$ cat src/rtl/layer_seq_pkg.sv
`default_nettype none
// ============================================================================
// Module   : layer_seq_pkg
// Brief    : Shared state encoding and counter-width helpers for layer_sequencer
// Revision : 1.0
// ============================================================================
package layer_seq_pkg;

  localparam int C_STATE_W = 2;

  typedef enum logic [C_STATE_W-1:0] {
    ST_IDLE  = 2'd0,
    ST_FEED  = 2'd1,
    ST_WAIT  = 2'd2,
    ST_DRAIN = 2'd3
  } state_t;

  // Counter that must be able to hold the value n itself
  function automatic int cnt_w(input int n);
    return $clog2(n) + 1;
  endfunction

  // Index into n entries (0..n-1)
  function automatic int idx_w(input int n);
    return (n > 1) ? $clog2(n) : 1;
  endfunction

endpackage
`default_nettype wire

$ cat src/rtl/layer_sequencer_if.sv
`default_nettype none
// ============================================================================
// Module   : layer_sequencer_if
// Brief    : Upstream element stream and downstream activation stream
// Revision : 1.0
// ============================================================================
interface layer_sequencer_if #(
  parameter int DATA_WIDTH = 16
);

  logic [DATA_WIDTH-1:0] in_data;
  logic                  in_valid;
  logic                  in_ready;
  logic [DATA_WIDTH-1:0] out_data;
  logic                  out_valid;
  logic                  out_ready;
  logic                  out_last;

  // master: the sequencer; slave: the producer/consumer around it
  modport master (
    input  in_data, in_valid, out_ready,
    output in_ready, out_data, out_valid, out_last
  );

  modport slave (
    output in_data, in_valid, out_ready,
    input  in_ready, out_data, out_valid, out_last
  );

endinterface
`default_nettype wire

$ cat src/rtl/act_buf.sv
`default_nettype none
// ============================================================================
// Module   : act_buf
// Brief    : Per-neuron activation capture registers with done mask and read port
// Revision : 1.0
// ============================================================================
module act_buf
  import layer_seq_pkg::*;
#(
  parameter int NUM_NEURON = 30,
  parameter int DATA_WIDTH = 16
) (
  input  wire                             clk,
  input  wire                             rst,
  input  wire [NUM_NEURON*DATA_WIDTH-1:0] i_nrn_out,
  input  wire [NUM_NEURON-1:0]            i_cap,
  input  wire                             i_force_zero,
  input  wire                             i_clear,
  input  wire [idx_w(NUM_NEURON)-1:0]     i_rd_idx,
  output logic [NUM_NEURON-1:0]           o_done,
  output logic [DATA_WIDTH-1:0]           o_rd_data
);

  logic [DATA_WIDTH-1:0] w_buf [NUM_NEURON];

  for (genvar k = 0; k < NUM_NEURON; k++) begin : g_slot
    logic [DATA_WIDTH-1:0] r_val;
    logic                  r_done;

    // A capture in the timeout cycle wins over the forced zero
    always_ff @(posedge clk or negedge rst) begin
      if (!rst) begin
        r_val  <= '0;
        r_done <= 1'b0;
      end else if (i_clear) begin
        r_done <= 1'b0;
      end else if (i_cap[k]) begin
        r_val  <= i_nrn_out[k*DATA_WIDTH +: DATA_WIDTH];
        r_done <= 1'b1;
      end else if (i_force_zero && !r_done) begin
        r_val  <= '0;
      end
    end

    assign w_buf[k]  = r_val;
    assign o_done[k] = r_done;
  end

  assign o_rd_data = w_buf[i_rd_idx];

endmodule
`default_nettype wire

$ cat src/rtl/layer_sequencer.sv
`default_nettype none
// ============================================================================
// Module   : layer_sequencer
// Brief    : Streams an input vector to a neuron layer, collects and serializes outputs
// Revision : 1.0
// ============================================================================
module layer_sequencer
  import layer_seq_pkg::*;
#(
  parameter int NUM_INPUT    = 784,
  parameter int NUM_NEURON   = 30,
  parameter int DATA_WIDTH   = 16,
  parameter int WAIT_TIMEOUT = 64
) (
  input  wire                             clk,
  input  wire                             rst,
  layer_sequencer_if.master               io,
  output logic [DATA_WIDTH-1:0]           nrn_data,
  output logic                            nrn_valid,
  input  wire [NUM_NEURON*DATA_WIDTH-1:0] nrn_out,
  input  wire [NUM_NEURON-1:0]            nrn_outvalid,
  output logic                            busy,
  output logic                            err
);

  localparam int C_IN_CNT_W   = cnt_w(NUM_INPUT);
  localparam int C_WAIT_CNT_W = cnt_w(WAIT_TIMEOUT);
  localparam int C_IDX_W      = idx_w(NUM_NEURON);

  state_t                  r_state, w_state_nxt;
  logic [C_IN_CNT_W-1:0]   r_in_cnt;
  logic [C_WAIT_CNT_W-1:0] r_wait_cnt;
  logic [C_IDX_W-1:0]      r_idx;
  logic [DATA_WIDTH-1:0]   r_nrn_data;
  logic                    r_nrn_valid;
  logic                    r_err;

  logic                    w_beat, w_last_beat, w_cap_win, w_stray;
  logic                    w_timeout, w_final_hs, w_out_valid;
  logic [NUM_NEURON-1:0]   w_cap, w_done, w_done_nxt;
  logic [DATA_WIDTH-1:0]   w_rd_data;

  assign io.in_ready = (r_state == ST_IDLE) || (r_state == ST_FEED);
  assign w_beat      = io.in_valid && io.in_ready;
  assign w_last_beat = (r_in_cnt + C_IN_CNT_W'(1)) == C_IN_CNT_W'(NUM_INPUT);

  // Neuron results are taken while waiting, and on the cycle of the final beat
  assign w_cap_win  = (r_state == ST_WAIT) || (w_beat && w_last_beat);
  assign w_cap      = nrn_outvalid & ~w_done & {NUM_NEURON{w_cap_win}};
  assign w_stray    = |(nrn_outvalid & ~w_cap);
  assign w_done_nxt = w_done | w_cap;

  assign w_out_valid = (r_state == ST_DRAIN);

  always_ff @(posedge clk or negedge rst) begin
    if (!rst) r_state <= ST_IDLE;
    else      r_state <= w_state_nxt;
  end

  always_comb begin
    w_state_nxt = r_state;
    w_timeout   = 1'b0;
    w_final_hs  = 1'b0;
    case (r_state)
      ST_IDLE: begin
        if (w_beat) w_state_nxt = w_last_beat ? ST_WAIT : ST_FEED;
      end
      ST_FEED: begin
        if (w_beat && w_last_beat) w_state_nxt = ST_WAIT;
      end
      ST_WAIT: begin
        if (&w_done_nxt) begin
          w_state_nxt = ST_DRAIN;
        end else if (r_wait_cnt == C_WAIT_CNT_W'(WAIT_TIMEOUT - 1)) begin
          w_timeout   = 1'b1;
          w_state_nxt = ST_DRAIN;
        end
      end
      ST_DRAIN: begin
        if (io.out_ready && (r_idx == C_IDX_W'(NUM_NEURON - 1))) begin
          w_final_hs  = 1'b1;
          w_state_nxt = ST_IDLE;
        end
      end
      default: w_state_nxt = ST_IDLE;
    endcase
  end

  always_ff @(posedge clk or negedge rst) begin
    if (!rst) begin
      r_nrn_data  <= '0;
      r_nrn_valid <= 1'b0;
      r_err       <= 1'b0;
      r_in_cnt    <= '0;
      r_wait_cnt  <= '0;
      r_idx       <= '0;
    end else begin
      r_nrn_valid <= w_beat;
      if (w_beat) r_nrn_data <= io.in_data;
      r_err <= w_timeout || w_stray;
      if (w_final_hs) begin
        r_in_cnt   <= '0;
        r_wait_cnt <= '0;
        r_idx      <= '0;
      end else begin
        if (w_beat)                    r_in_cnt   <= r_in_cnt + C_IN_CNT_W'(1);
        if (r_state == ST_WAIT)        r_wait_cnt <= r_wait_cnt + C_WAIT_CNT_W'(1);
        if (w_out_valid && io.out_ready) r_idx    <= r_idx + C_IDX_W'(1);
      end
    end
  end

  act_buf #(
    .NUM_NEURON (NUM_NEURON),
    .DATA_WIDTH (DATA_WIDTH)
  ) u_act_buf (
    .clk          (clk),
    .rst          (rst),
    .i_nrn_out    (nrn_out),
    .i_cap        (w_cap),
    .i_force_zero (w_timeout),
    .i_clear      (w_final_hs),
    .i_rd_idx     (r_idx),
    .o_done       (w_done),
    .o_rd_data    (w_rd_data)
  );

  // Outside DRAIN the read port may point at stale data; keep it off the bus
  assign io.out_data  = w_out_valid ? w_rd_data : '0;
  assign io.out_valid = w_out_valid;
  assign io.out_last  = w_out_valid && (r_idx == C_IDX_W'(NUM_NEURON - 1));

  assign nrn_data  = r_nrn_data;
  assign nrn_valid = r_nrn_valid;
  assign busy      = (r_state != ST_IDLE);
  assign err       = r_err;

endmodule
`default_nettype wire

$ cat src/flat_wrapper.sv
// flat-port wrapper written by rule: the top's interface ports become plain ports
module layer_sequencer_flat import layer_seq_pkg::*;
#(
  parameter int NUM_INPUT    = 784,
  parameter int NUM_NEURON   = 30,
  parameter int DATA_WIDTH   = 16,
  parameter int WAIT_TIMEOUT = 64
)
  (clk, rst, nrn_data, nrn_valid, nrn_out, nrn_outvalid, busy, err, io_in_data, io_in_valid, io_out_ready, io_in_ready, io_out_data, io_out_valid, io_out_last);
  layer_sequencer_if #(.DATA_WIDTH(DATA_WIDTH)) io_i ();
  input  wire clk;
  input  wire rst;
  output logic [DATA_WIDTH-1:0] nrn_data;
  output logic nrn_valid;
  input  wire [NUM_NEURON*DATA_WIDTH-1:0] nrn_out;
  input  wire [NUM_NEURON-1:0] nrn_outvalid;
  output logic busy;
  output logic err;
  input wire logic [$bits(io_i.in_data)-1:0] io_in_data;
  input wire logic [$bits(io_i.in_valid)-1:0] io_in_valid;
  input wire logic [$bits(io_i.out_ready)-1:0] io_out_ready;
  output wire logic [$bits(io_i.in_ready)-1:0] io_in_ready;
  output wire logic [$bits(io_i.out_data)-1:0] io_out_data;
  output wire logic [$bits(io_i.out_valid)-1:0] io_out_valid;
  output wire logic [$bits(io_i.out_last)-1:0] io_out_last;
  assign io_i.in_data = io_in_data;
  assign io_i.in_valid = io_in_valid;
  assign io_i.out_ready = io_out_ready;
  assign io_in_ready = io_i.in_ready;
  assign io_out_data = io_i.out_data;
  assign io_out_valid = io_i.out_valid;
  assign io_out_last = io_i.out_last;
  layer_sequencer #(.NUM_INPUT(NUM_INPUT), .NUM_NEURON(NUM_NEURON), .DATA_WIDTH(DATA_WIDTH), .WAIT_TIMEOUT(WAIT_TIMEOUT)) u_core (.clk(clk), .rst(rst), .io(io_i), .nrn_data(nrn_data), .nrn_valid(nrn_valid), .nrn_out(nrn_out), .nrn_outvalid(nrn_outvalid), .busy(busy), .err(err));
endmodule
$ cat config.mk
export PLATFORM = sky130hd
export DESIGN_NAME = layer_sequencer_flat
export DESIGN_NICKNAME = d
export VERILOG_FILES = /design/src/rtl/layer_seq_pkg.sv /design/src/rtl/layer_sequencer_if.sv /design/src/rtl/act_buf.sv /design/src/rtl/layer_sequencer.sv /design/src/flat_wrapper.sv
export SDC_FILE = /design/constraint.sdc
export NUM_CORES = 1
export LEC_CHECK = 0
export ABC_AREA = 1
export BUFFER_PORTS_ARGS = -buffer_cell sky130_fd_sc_hd__buf_2
export CORE_MARGIN = 2
export CORE_UTILIZATION = 56
export CTS_CLUSTER_SIZE = 16
export DETAILED_ROUTE_END_ITERATION = 8
export PLACE_DENSITY = 0.81
export SLEW_MARGIN = 20
export SYNTH_ARGS = -nofsm -noshare
export SYNTH_HDL_FRONTEND = slang
export SYNTH_SLANG_ARGS = --single-unit
$ cat constraint.sdc
create_clock -name clk -period 3.6 [get_ports clk]
set_input_delay 0 -clock clk [delete_from_list [all_inputs] [get_ports clk]]
set_output_delay 0 -clock clk [all_outputs]
set_load 0.01 [all_outputs]
==> results of run 1 <==
what timing repair did:
| action | in CTS |
|---|---|
| hold endpoints to repair | 628 |
| endpoints found under the setup margin | 4 |
| buffers inserted | 1 |
| gates resized for setup | 2 |
| hold buffers | 566 |
| cloned | 0 |
metal layers:
| metal | GRT overflow | GRT usage [%] |
|---|---|---|
| met5 | 0 | 6.546 |
| met4 | 3 | 42.53 |
| met2 | 15 | 76.33 |
| met1 | 0 | 62.66 |
| met3 | 0 | 40.86 |
logic make-up after synthesis:
kind of cell / Yosys count / share of synthesized area [%]
fa+ha+maj: 8 / 0.3586
buf+inv: 679 / 9.851
flops: 553 / 49.57
xor+xnor: 1 / 0.03138
simple gates: 1506 / 24.28
compound gates: 817 / 15.91
cell usage after synthesis (all sizes together), types with 6 or more instances:
cell	instances
nand3	600
o21ai	598
dfrtp	553
nand2	537
inv	429
nor2	342
clkbuf	196
o22ai	78
a21oi	55
buf	45
o221ai	32
a31oi	15
o211ai	13
nand4	12
clkinv	9
nor3	9
a311oi	8
ha	8
a22oi	6
stage by stage:
stage          area, sq um  setup slack (ns)  util (%)  cells
4_1_cts              39120           0.05528     79.75   5317
3_5_place_dp         31380            0.1530     63.97   4645
3_3_place_gp         31380            0.2090     63.96   4645
2_1_floorplan        27920            0.6161         -   3564
==> results.sh, run 1 <==
export IMPL_overflow=18
export IMPL_haltStage="global routing (5_1_grt)"
export IMPL_std_cell_rows=81
export IMPL_yosysSeqAreaShare_pct=49.57
export IMPL_start_util_pct=56.91
export IMPL_outcome="did not finish"
export IMPL_async_flop_share_pct=100.0
export IMPL_grt_max_degree=117
export IMPL_yosysTopAreaCell="dfrtp_1"
export IMPL_port_buffers=567
export IMPL_die_h_um=227.3
export IMPL_grt_usage_pct=57.43
export IMPL_synthesis_nets=4102
export IMPL_synth_edf_count=0
export IMPL_synth_top_flop_cell="dfrtp_1"
export IMPL_io_pins=568
export IMPL_cts_sinks=553
export IMPL_avgSynthCellArea_sq_um=7.833
export IMPL_root_buffer="clkbuf_16"
export IMPL_dp_hpwl_mm=70.52
export IMPL_clock_path_buffers=3
export IMPL_die_w_um=227.3
export IMPL_synthTopCellsByArea="dfrtp_1 50%, nand3_1 10%, o21ai_0 8.5%"
export IMPL_syn_inst=3564
export IMPL_ys_seq_elements=553
export IMPL_syn_area_sq_um=27920
export IMPL_cts_buffers_inserted=57
export IMPL_htreeDepth=2
export IMPL_grt_pass1_vias=36040
export IMPL_yosysUniqueCellTypes=42
export IMPL_error_line="[ERROR GRT-0116] Global routing finished with congestion. Check the congestion regions in the DRC Viewer."
export IMPL_synth_top_area_share_pct=49.57
export IMPL_synth_warnings=0
export IMPL_grt_pass1_wl_mm=216.9
export IMPL_gp_congestion=0.9794
==> inputs of run 2 (changes only) <==
Settings changed: CORE_UTILIZATION 56 to 40, CTS_CLUSTER_SIZE 16 to unset, PLACE_DENSITY 0.81 to unset, PLACE_DENSITY_LB_ADDON set to 0.15.
==> results.sh, run 2 <==
export IMPL_outcome="complete, but fails checks"
export IMPL_violations="negative setup slack"
export IMPL_switching_power_mw=10.50
export IMPL_setup_ws_ns=-0.01398
export IMPL_synth_top_area_share_pct=49.57
export IMPL_critical_path_required_ns=3.60
export IMPL_ys_seq_elements=553
export IMPL_setup_viol=1
export IMPL_port_buffers=567
export IMPL_dp_hpwl_mm=79.18
export IMPL_area_growth_pct=44.49
export IMPL_cts_tree="done"
export IMPL_root_buffer="clkbuf_16"
export IMPL_fin_crit_sh_pct=100.4
export IMPL_antenna_found_initial=21
export IMPL_final_cell_mix="572 x nand3_1, 566 x buf_2, 562 x dlygate4sd3_1"
export IMPL_synth_warnings=0
export IMPL_crit_type="flop to output pin"
export IMPL_overflow=0
export IMPL_synth_edf_count=0
export IMPL_yosysTopAreaCell="dfrtp_1"
export IMPL_clk_latency_ns=0.64
export IMPL_crit_path_start_kind="flop"
export IMPL_cts_buffers_inserted=61
export IMPL_std_cell_rows=96
export IMPL_p_clk_share_pct=27.4
export IMPL_final_common_cell="nand3_1"
export IMPL_cp_arrival_ns=3.61
export IMPL_grt_usage_pct=32.30
export IMPL_drt_pass1_iterations=5
export IMPL_vias=30620
export IMPL_htreeDepth=2
export IMPL_fillers=6111
export IMPL_core_sq_um=68830
export IMPL_cts_sinks=553
export IMPL_yosysMostFrequentCell="nand3_1"
export IMPL_largest_reg_flops=480
export IMPL_die_area_sq_um=71920
export IMPL_synth_top_flop_cell="dfrtp_1"
export IMPL_clock_path_buffers=3
export IMPL_routed_wirelength_mm=122.9
export IMPL_grt_use_met1_pct=44.31
export IMPL_start_util_pct=40.56
export IMPL_fin_skew_ns=0.01625
export IMPL_met2_usage_pct=50.48
export IMPL_drive_gt1_share_pct=18.52
export IMPL_use_met3_pct=5.223
export IMPL_slew_viol_final=0
export IMPL_avgSynthCellArea_sq_um=7.833
export IMPL_syn_area_sq_um=27920
export IMPL_fmax_ghz=0.2767
export IMPL_drtAntennaViolNets=0
export IMPL_drt_wirelength_per_cell_um=21.78
export IMPL_viasPerCell=5.427
export IMPL_syn_inst=3564
export IMPL_clk_pin_slew_worst_paths_ns=0.06
export IMPL_power_total_mw=25.24
export IMPL_p_comb_share_pct=44.2
export IMPL_die_h_um=268.2
export IMPL_finalCriticalPeriod_ns=3.614
export IMPL_io_pins=568
export IMPL_switching_share_pct=41.62
export IMPL_dp_slack_ns=0.1141
export IMPL_final_cell_area_sq_um=40340
export IMPL_leakage_nw=20.20
export IMPL_nets=5177
export IMPL_drv_cap=0
export IMPL_drtIter0Drc=3012
export IMPL_crit_path_max_fanout=52
export IMPL_placed_cell_area_sq_um=31740
export IMPL_rsz0062_at_grt="yes"
export IMPL_synthTopCellsByArea="dfrtp_1 50%, nand3_1 10%, o21ai_0 8.5%"
export IMPL_grt_max_degree=118
export IMPL_drcViolationCount=0
export IMPL_slew_limit_headroom_pct=29.37
export IMPL_yosysSeqAreaShare_pct=49.57
export IMPL_worstMarginPinSlew_ns=1.056
export IMPL_irDropWorstVdd_mv=0.7785
export IMPL_powerDensity_nw_per_um2=625.6
export IMPL_die_w_um=268.2
export IMPL_top_register="u_core.u_act_buf.g_slot.r_val"
export IMPL_busiest_layer="met2"
export IMPL_p_int_mw=14.73
export IMPL_p_seq_share_pct=28.4
export IMPL_yosysUniqueCellTypes=42
export IMPL_grt_pass1_vias=29740
export IMPL_grt_pass1_wl_mm=176.9
export IMPL_synthesis_nets=4102
export IMPL_end_kind="output pin"
export IMPL_finalHoldViolations=0
export IMPL_synth_common_cells="574 x nand3_1, 553 x dfrtp_1, 529 x nand2_1, 475 x o21ai_0, 428 x inv_1"
export IMPL_worst_hold_path_type="input port to asynchronous set/reset pin"
export IMPL_hold_ws_ns=0.06957
export IMPL_gp_congestion=0.9112
export IMPL_async_flop_share_pct=100.0
run 2: power by group through the flow:
stage	clock, mW	sequential (mW)	combinational [mW]
2_1_floorplan	0	7.14	4.66
3_3_place_gp	0	7.25	8.43
3_5_place_dp	0	7.25	8.46
4_1_cts	6.99	7.15	9.18
5_1_grt	7.23	7.22	11.8
6_report	6.92	7.16	11.2
run 2: cells by family after synthesis:
family	count (synthesis)	synth area share (%)
xor+xnor	1	0.03138
buf+inv	679	9.851
simple gates	1506	24.28
compound gates	817	15.91
fa+ha+maj	8	0.3586
flops	553	49.57
run 2: path summary, 6_finish.rpt:
| kind | start | to | slack (ns) | cells past startpoint |
|---|---|---|---|---|
| min reg2reg | u_core.u_act_buf.g_slot[29].r_val[12]$_DFFE_PN0P_ | u_core.u_act_buf.g_slot[29].r_val[12]$_DFFE_PN0P_ | 0.47 | 2 |
| max | u_core.r_idx[1]$_DFFE_PN0P_ | io_out_data[11] | -0.01 | 8 |
| max in group asynchronous | rst | u_core.u_act_buf.g_slot[1].r_val[1]$_DFFE_PN0P_ | 2.87 | 3 |
| max reg2reg | u_core.r_idx[3]$_DFFE_PN0P_ | u_core.u_act_buf.g_slot[25].r_val[11]$_DFFE_PN0P_ | 0.18 | 9 |
| min | rst | u_core.u_act_buf.g_slot[23].r_val[1]$_DFFE_PN0P_ | 0.07 | 3 |
| min in group clk | nrn_out[412] | u_core.u_act_buf.g_slot[25].r_val[12]$_DFFE_PN0P_ | 0.12 | 4 |
run 2: repair_timing:
action,4_1_cts,5_1_grt
setup endpoints to repair,5,442
hold buffers,563,0
endpoints found under the hold margin,1089,0
gates cloned,0,25
gates resized for setup,9,55
buffers inserted,0,7
pin swaps,0,17
run 2: per-layer routing:
layer	vias up	share of wire [%]
li1	14080	-
met1	14610	42
met2	1589	46
met3	337	8.2
met4	2	4.6
met5	-	0.011
run 2: worst max-delay path: stages, from the launching register on:
cell and delay (ns):
dfrtp_4 0.45, buf_4 0.54, o21ai_0 0.27, o22ai_1 0.34, nor2_1 0.07, o211ai_1 0.49
o21ai_0 0.24, a31oi_1 0.33, buf_2 0.21
run 2: through the flow:
step                util, %  TNS [ns]  cells
detailed placement    46.12         0   4912
floorplan                 -         0   3564
global route          58.60   -0.2109   5640
CTS                   57.57         0   5590
finish                58.61  -0.01398   5643
global placement      46.12         0   4912
run 2: layout make-up:
type | instances | area [sq um] | area share [%]
Antenna cell | 21 | 52.55 | 0.1303
Clock buffer | 78 | 1680 | 4.166
Clock inverter | 37 | 514.2 | 1.275
Inverter | 438 | 1653 | 4.098
Multi-Input combinational cell | 2352 | 11860 | 29.41
Sequential cell | 553 | 13850 | 34.33
Tap cell | 931 | 1165 | 2.888
Timing Repair Buffer | 1233 | 9559 | 23.70
(Power assumes the default switching activity.)
